$ cat src/rtl/dot_product_mac.sv
// dot_product_mac: pipelined multi-lane unsigned multiply-accumulate engine.
// Each accepted beat supplies LANES operand pairs. Stage 1 registers the lane
// products and stage 2 adds their sum into a single accumulator. The result is
// offered on a valid/ready output.
// Optional build macro: MAC_SATURATE_EN. When it is defined, the accumulator
// clamps to all-ones on overflow. When it is not defined, the accumulator wraps.
//
// Handshakes:
//   input  side: a beat transfers on a rising edge where in_valid && in_ready.
//                in_ready depends only on state (high in ACCUM).
//   output side: the result transfers on a rising edge where
//                out_valid && out_ready. Cout/overflow stay stable while
//                out_valid is high.
module dot_product_mac #(
    parameter int DATA_WIDTH = 8,
    parameter int LANES      = 4,
    parameter int LEN_WIDTH  = 8,
    parameter int ACC_WIDTH  = DATA_WIDTH * 3
) (
    input  logic                        clk,
    input  logic                        rst_n,
    input  logic                        Clr,
    input  logic                        start,
    input  logic [LEN_WIDTH-1:0]        len,
    input  logic                        in_valid,
    output logic                        in_ready,
    input  logic [LANES*DATA_WIDTH-1:0] Ain,
    input  logic [LANES*DATA_WIDTH-1:0] Bin,
    output logic                        out_valid,
    input  logic                        out_ready,
    output logic [ACC_WIDTH-1:0]        Cout,
    output logic                        busy,
    output logic                        overflow,
    output logic [1:0]                  state_dbg
);

    localparam int PROD_W = 2 * DATA_WIDTH;
    // The lane sum needs enough width that no carry between lanes is lost.
    localparam int SUM_W  = PROD_W + $clog2(LANES) + 1;
    // The adder is one bit wider than both operands, so any carry out of
    // the accumulator stays visible.
    localparam int EXT_W  = ((SUM_W > ACC_WIDTH) ? SUM_W : ACC_WIDTH) + 1;

    typedef enum logic [1:0] {
        S_IDLE  = 2'd0,
        S_ACCUM = 2'd1,
        S_DRAIN = 2'd2,
        S_DONE  = 2'd3
    } state_t;

    state_t                 state;
    logic [LEN_WIDTH-1:0]   beat_cnt;
    logic [PROD_W-1:0]      prod_q [LANES];
    logic                   prod_valid;
    logic [ACC_WIDTH-1:0]   acc;
    logic                   acc_ovf;

    logic                   beat_accept;
    logic [SUM_W-1:0]       lane_sum;
    logic [EXT_W-1:0]       acc_ext;
    logic                   add_carry;
    logic [ACC_WIDTH-1:0]   acc_next;

    assign in_ready    = (state == S_ACCUM);
    assign beat_accept = in_valid && in_ready;
    assign out_valid   = (state == S_DONE);
    assign busy        = (state != S_IDLE);
    assign Cout        = acc;
    assign overflow    = acc_ovf;
    assign state_dbg   = state;

    // Stage-2 adder: sum the lane products at full width, then add the sum into the accumulator.
    always_comb begin
        lane_sum = '0;
        for (int i = 0; i < LANES; i++) begin
            lane_sum = lane_sum + SUM_W'(prod_q[i]);
        end
        acc_ext   = EXT_W'(acc) + EXT_W'(lane_sum);
        add_carry = |acc_ext[EXT_W-1:ACC_WIDTH];
`ifdef MAC_SATURATE_EN
        // Once the accumulator has clamped, it stays at all-ones until the run ends.
        acc_next  = (add_carry || acc_ovf) ? '1 : acc_ext[ACC_WIDTH-1:0];
`else
        acc_next  = acc_ext[ACC_WIDTH-1:0];
`endif
    end

    // Run-control FSM: IDLE -> ACCUM -> DRAIN -> DONE -> IDLE (len==0 goes straight to DONE).
    always_ff @(posedge clk or negedge rst_n) begin
        if (!rst_n) begin
            state    <= S_IDLE;
            beat_cnt <= '0;
        end else if (Clr) begin
            state    <= S_IDLE;
            beat_cnt <= '0;
        end else begin
            case (state)
                S_IDLE: begin
                    if (start) begin
                        if (len != '0) begin
                            beat_cnt <= len;
                            state    <= S_ACCUM;
                        end else begin
                            state    <= S_DONE;
                        end
                    end
                end
                S_ACCUM: begin
                    if (beat_accept) begin
                        beat_cnt <= beat_cnt - 1'b1;
                        if (beat_cnt == LEN_WIDTH'(1)) begin
                            state <= S_DRAIN;
                        end
                    end
                end
                // The last product is absorbed by stage 2 during this cycle.
                S_DRAIN: state <= S_DONE;
                S_DONE: begin
                    if (out_ready) begin
                        state <= S_IDLE;
                    end
                end
                default: state <= S_IDLE;
            endcase
        end
    end

    // Stage 1: register one product per lane, with a flag marking the beat as valid.
    always_ff @(posedge clk or negedge rst_n) begin
        if (!rst_n) begin
            prod_valid <= 1'b0;
            for (int i = 0; i < LANES; i++) begin
                prod_q[i] <= '0;
            end
        end else if (Clr) begin
            prod_valid <= 1'b0;
        end else begin
            prod_valid <= beat_accept;
            if (beat_accept) begin
                for (int i = 0; i < LANES; i++) begin
                    prod_q[i] <= PROD_W'(Ain[i*DATA_WIDTH +: DATA_WIDTH])
                               * PROD_W'(Bin[i*DATA_WIDTH +: DATA_WIDTH]);
                end
            end
        end
    end

    // Stage 2: accumulate the lane sum and record any carry out in the sticky overflow flag.
    always_ff @(posedge clk or negedge rst_n) begin
        if (!rst_n) begin
            acc     <= '0;
            acc_ovf <= 1'b0;
        end else if (Clr) begin
            acc     <= '0;
            acc_ovf <= 1'b0;
        end else if (state == S_IDLE && start) begin
            acc     <= '0;
            acc_ovf <= 1'b0;
        end else if (prod_valid) begin
            acc     <= acc_next;
            acc_ovf <= acc_ovf | add_carry;
        end
    end

endmodule
$ cat config.mk
export PLATFORM = sky130hd
export DESIGN_NAME = dot_product_mac
export DESIGN_NICKNAME = d
export VERILOG_FILES = /design/src/rtl/dot_product_mac.sv
export SDC_FILE = /design/constraint.sdc
export NUM_CORES = 1
export LEC_CHECK = 0
export BUFFER_PORTS_ARGS = -buffer_cell sky130_fd_sc_hd__buf_2
export CORE_MARGIN = 10
export CORE_UTILIZATION = 40
export CTS_CLUSTER_SIZE = 10
export DETAILED_ROUTE_END_ITERATION = 6
export PLACE_DENSITY = 0.65
export SYNTH_ARGS = -nofsm -noshare
export SYNTH_HDL_FRONTEND = slang
export SYNTH_SLANG_ARGS = --single-unit
$ cat constraint.sdc
create_clock -name clk -period 4.93 [get_ports clk]
set_input_delay 0.7395 -clock clk [delete_from_list [all_inputs] [get_ports clk]]
set_output_delay 0.7395 -clock clk [all_outputs]
set_load 0.02 [all_outputs]
==> impl_results.md, run 1 <==
* Synth Warn # at 0
* HPWL after detailed placement at 27300 um
* Worst r2r src: Cout[1]
* Leakage at 8.46 nW
* Largest net degree at the start of global routing at 89
* Global placement routability congestion at 0.838
* MaxCap Viol Count at 0
* Minimum clock period at 4.48 ns
* Die height at 212 um
* Vias in the first global route at 11600
* WL/cell at 14.8 um
* Nets at 2188
* Post-CTS Setup Repair Bufs at 0
* Sequential share of the synthesized area at 0.170
* Grt total ovfl at 0
* Insertion delay to the later sink of the worst-skew pair at 0.37 ns
* Detailed Routing Iterations Pass 1 at 5
* Final setup fails at 0
* PwrDens at 672 nW/um2
* Via count at 10900
* Final slew viol count at 0
* Synth Instances at 1648
* Drt total wl at 32800 um
* Layout fillers at 3569
* Layout area overhead at 9.57%
* Worst Tran Pin Value at 1.19 ns
* Worst setup EP type: flop
* Final antenna-violating net count at 0
* DRC viols at 0
* Initial antenna violation count at 0
* Netlist cell types at 57
* Seq cells post-synth at 100
* H-tree levels at 3
* # port buffers at 107
* Worst VDD drop at 0.000872 V
* Post-Route Setup TNS at 0 ns
* Core Box Area at 36400 um2
* Max Fclk at 223 MHz
* GRT Overall Usage at 0.152
* CP max FO at 4
* EDFF count, synth at 0
* Final Skew at 0.00958 ns
* First-pass GRT wire length at 56800 um
* RSZ-0062 raised after global routing: no
* Sink Count at 100
* Clock transition at path regs at 0.08 ns
* Worst Path Arrival at 4.72 ns
* Most instantiated library cell after synthesis: inv_1
* Crit path required time at 5.17 ns
* Max_slew headroom at 0.201
* Critical path startpoint: Cout[1]
* Die area at 44800 um2
* Top Ports at 108
* CTS root buf: clkbuf_16
* Vias per inst at 4.92
* # diodes at 0
* Post-synth top area cell: fa_1
* Syn Std Cell Area at 14700 um2
* Syn_nets at 2089
* Number of CTS-inserted buffers at 9
* Final Hold Fails at 0
* Hold WC Path Type: primary input to asynchronous set/reset pin
* Syn_area_per_cell at 8.91 um2
* Synth area leaders: fa_1 (26%), dfrtp_1 (17%), ha_1 (15%), inv_1 (9.5%), and2_1 (8.5%)
* Kind of critical path: flop to flop
* CTS max path bufs at 2
* Die Wd at 212 um
* Drt first-iter violations at 486
* PostCTS Resize Cnt at 0
* Layout cell share with drive strength beyond 1 at 0.0850
* Ys flop type: dfrtp_1
* CTS tree: yes
* Post-CTS Hold Fix Bufs at 0
* Ys async rst share at 1.00
* Outcome: completed
* Hold WS at 0.464 ns
* Synth top area share at 0.260
* Synth cell count leaders: inv_1 (370), and2_1 (200), fa_1 (191)
* Num rows at 70
* Final period utilization at 0.908
* Critical Path Source Type: flop
* Starting Density at 0.403
[worst paths after layout]
check	depth (start not counted)	slack (ns)	end
max in group asynchronous	2	3.47	prod_q[9]
hold reg to reg	2	0.49	prod_q[62]
setup / recovery	14	0.45	Cout[19]
hold / removal	1	0.46	beat_cnt[1]
setup reg to reg	14	0.45	Cout[19]
min in group clk	2	0.49	prod_q[62]
[layout by cell type, fill, tap and decap left out, drive strengths merged, types with 16 or more instances in the layout]
| cell | instances |
|---|---|
| a21oi | 40 |
| a21o | 22 |
| xor2 | 26 |
| nor2 | 32 |
| nand2 | 147 |
| fa | 191 |
| dfrtp | 100 |
| ha | 172 |
| xnor2 | 30 |
| buf | 115 |
| nor3 | 19 |
| nand3 | 16 |
| inv | 371 |
| o21ai | 90 |
| and2 | 200 |
[per-stage QoR]
stage | setup WS, ns | power (mW) | cells | cell area [um2] | utilization
global route | 0.178 | 12.2 | 2220 | 16100 | 0.442
global placement | 0.143 | 9.87 | 2204 | 15800 | 0.433
detailed placement | 0.0540 | 10.1 | 2204 | 15800 | 0.433
CTS | 0.433 | 10.9 | 2220 | 16100 | 0.442
floorplan | 0.581 | 8.07 | 1648 | 14700 | -
finish | 0.453 | 10.8 | 2220 | 16100 | 0.442
[final cells by class]
type	instances	area (um2)	area share
inverter	372	1400	0.0868
multi-input combinational	1149	10700	0.664
clock buffer	9	225	0.0140
clock inverter	7	98.8	0.00614
tap	468	586	0.0364
timing repair buffer	115	598	0.0372
sequential	100	2500	0.155
[flip-flops by register name, indices dropped and copies added, names as in the netlist]
register and count:
beat_cnt 8, Cout 24, prod_q 64, prod_valid 1, overflow 1, state_dbg 2
[critical path, stage by stage (launching register included)]
cell	delay, ns
dfrtp_1	0.41
inv_1	0.09
fa_1	0.56
fa_1	0.45
fa_1	0.51
inv_1	0.04
ha_1	0.22
fa_1	0.43
a21oi_2	0.21
o221ai_2	0.19
o211ai_2	0.29
nand2b_2	0.13
a2111oi_4	0.38
nor2_1	0.08
or3_1	0.36
[layer usage]
layer / global-route usage / wire length, um / vias to the layer above
met5: 0 / 0 / -
met3: 0.0204 / 1020 / 16
li1: - / - / 5380
met2: 0.253 / 15600 / 143
met1: 0.210 / 15900 / 5380
met4: 0.0243 / 269 / 0
[power breakdown]
group          total [mW]  switching, mW  internal [mW]
combinational        8.64           5.10           3.54
clock               0.747          0.380          0.367
sequential           1.42          0.272           1.15
total                10.8           5.75           5.06
[cells by family (layout without fill, tap and decap cells)]
logic type                 Yosys count  after routing  share of synthesized area
AOI/OAI and AO/OA                  226            226                     0.0981
xor gates and xnor gates            56             56                     0.0334
adders and majority gates          363            363                      0.407
buffers and inverters              399            503                      0.102
DFF                                100            100                      0.170
muxes                               15             15                     0.0104
and+or+nand+nor                    489            489                      0.179
Note: power is estimated with default switching activity, not from simulation.
==> run 2: changes to the inputs <==
--- a/config.mk
+++ b/config.mk
@@ -6,6 +6,7 @@
 export NUM_CORES = 1
 export LEC_CHECK = 0
 export BUFFER_PORTS_ARGS = -buffer_cell sky130_fd_sc_hd__buf_2
+export CORE_ASPECT_RATIO = 1.1
 export CORE_MARGIN = 10
 export CORE_UTILIZATION = 40
 export CTS_CLUSTER_SIZE = 10
==> impl_results.md, run 2 (synthesis results as in run 1) <==
* Outcome: completed
* Final slew viol count at 0
* Layout cell share with drive strength beyond 1 at 0.0850
* Post-CTS Hold Fix Bufs at 0
* CTS root buf: clkbuf_16
* Worst VDD drop at 0.000593 V
* Leakage at 8.46 nW
* CTS tree: yes
* Sink Count at 100
* Drt total wl at 33200 um
* Clock transition at path regs at 0.08 ns
* Num rows at 73
* HPWL after detailed placement at 27500 um
* Number of CTS-inserted buffers at 9
* Biggest register: prod_q
* Layout area overhead at 9.65%
* Total power at 10.7 mW
* RSZ-0062 raised after global routing: no
* Grt total ovfl at 0
* Die height at 221 um
* Most frequent cells in the layout: inv_1 (370), and2_1 (200), fa_1 (191)
* Die area at 44800 um2
* First-pass GRT wire length at 58100 um
* Minimum clock period at 4.45 ns
* CTS max path bufs at 2
* Post-CTS Setup Repair Bufs at 0
* Final Hold Fails at 0
* Vias in the first global route at 11800
* H-tree levels at 3
* Post-Route Setup TNS at 0 ns
* Starting Density at 0.406
* Kind of critical path: flop to flop
* Max Fclk at 224 MHz
* Layout fillers at 3602
* # diodes at 0
* Nets at 2188
* Worst setup EP type: flop
* Critical Path Source Type: flop
* Placed Cells at 2223
* Top Ports at 108
* Worst Path Arrival at 4.70 ns
* Max_slew headroom at 0.207
* Insertion delay to the later sink of the worst-skew pair at 0.36 ns
* Worst Tran Pin Value at 1.19 ns
* Core Box Area at 36200 um2
* Hold WS at 0.465 ns
* Final Skew at 0.0157 ns
* PostCTS Resize Cnt at 0
* WL/cell at 14.8 um
* CP max FO at 4
* Vias per inst at 4.86
* # port buffers at 107
* DRC viols at 0
* Commonest non-fill, non-tap cell in the layout: inv_1
* Max reg flops at 64
* Final design utilization at 0.445
* Crit path required time at 5.17 ns
* Die Wd at 203 um
* Final period utilization at 0.904
* Largest net degree at the start of global routing at 89
* GRT Overall Usage at 0.153
* Layout Cells excl Fill at 2239
* Hold WC Path Type: primary input to asynchronous set/reset pin
* Drt first-iter violations at 450
* Final antenna-violating net count at 0
* Detailed Routing Iterations Pass 1 at 5
* Final setup fails at 0
* Global placement routability congestion at 0.848
* PwrDens at 666 nW/um2
* Initial antenna violation count at 0
* Via count at 10900
* MaxCap Viol Count at 0
-- run 2: cell count changes in the layout (fill, tap and decap cells not counted), sizes merged --
cell	change
inv	+3
clkinv	-3
-- run 2: critical path, cell delays in order (launching register included) --
cell,delay (ns)
dfrtp_1,0.36
inv_1,0.16
fa_1,0.47
fa_1,0.50
fa_1,0.51
inv_1,0.04
ha_1,0.22
fa_1,0.44
a21oi_2,0.20
o221ai_2,0.17
o211ai_2,0.28
nand2b_2,0.12
a2111oi_4,0.40
nor2_1,0.08
or3_1,0.36
-- run 2: layout make-up --
cell class	instances	area [um2]	area share
Inverter	372	1400	0.0867
Timing Repair Buffer	115	598	0.0371
Clock inverter	7	86.3	0.00536
Clock buffer	9	225	0.0140
Tap cell	487	609	0.0378
Sequential cell	100	2500	0.155
Multi-Input combinational cell	1149	10700	0.664
-- run 2: power breakdown --
part / switching [mW] / total, mW / internal (mW) / leakage, nW
Clock: 0.365 / 0.730 / 0.365 / 0.151
Combinational: 5.03 / 8.58 / 3.55 / 7.01
Sequential: 0.277 / 1.43 / 1.15 / 1.30
Total: 5.67 / 10.7 / 5.07 / 8.46
-- run 2: metal layers --
| metal | vias to the layer above | wire length, um | track usage |
|---|---|---|---|
| li1 | 5379 | - | - |
| met1 | 5302 | 15600 | 0.206 |
| met2 | 178 | 15900 | 0.256 |
| met3 | 20 | 1280 | 0.0218 |
| met4 | 0 | 460 | 0.0314 |
| met5 | - | 0 | 0 |
-- run 2: worst paths after layout --
| kind | from | slack (ns) | cells after the start | to |
|---|---|---|---|---|
| worst max register to register | prod_q[1] | 0.48 | 14 | Cout[19] |
| worst max-delay path | prod_q[1] | 0.48 | 14 | Cout[19] |
| min in group clk | prod_q[15] | 0.49 | 2 | prod_q[15] |
| worst min-delay path | rst_n | 0.46 | 1 | beat_cnt[1] |
| worst min register to register | prod_q[15] | 0.49 | 2 | prod_q[15] |
| max in group asynchronous | rst_n | 3.41 | 2 | Cout[8] |
-- run 2: per-stage QoR --
step                      worst slack, ns  cell area (um2)
after floorplan                     0.581            14700
after global placement              0.230            15800
after CTS                           0.434            16100
after global routing                0.195            16100
after detailed placement            0.156            15800
final                               0.475            16100
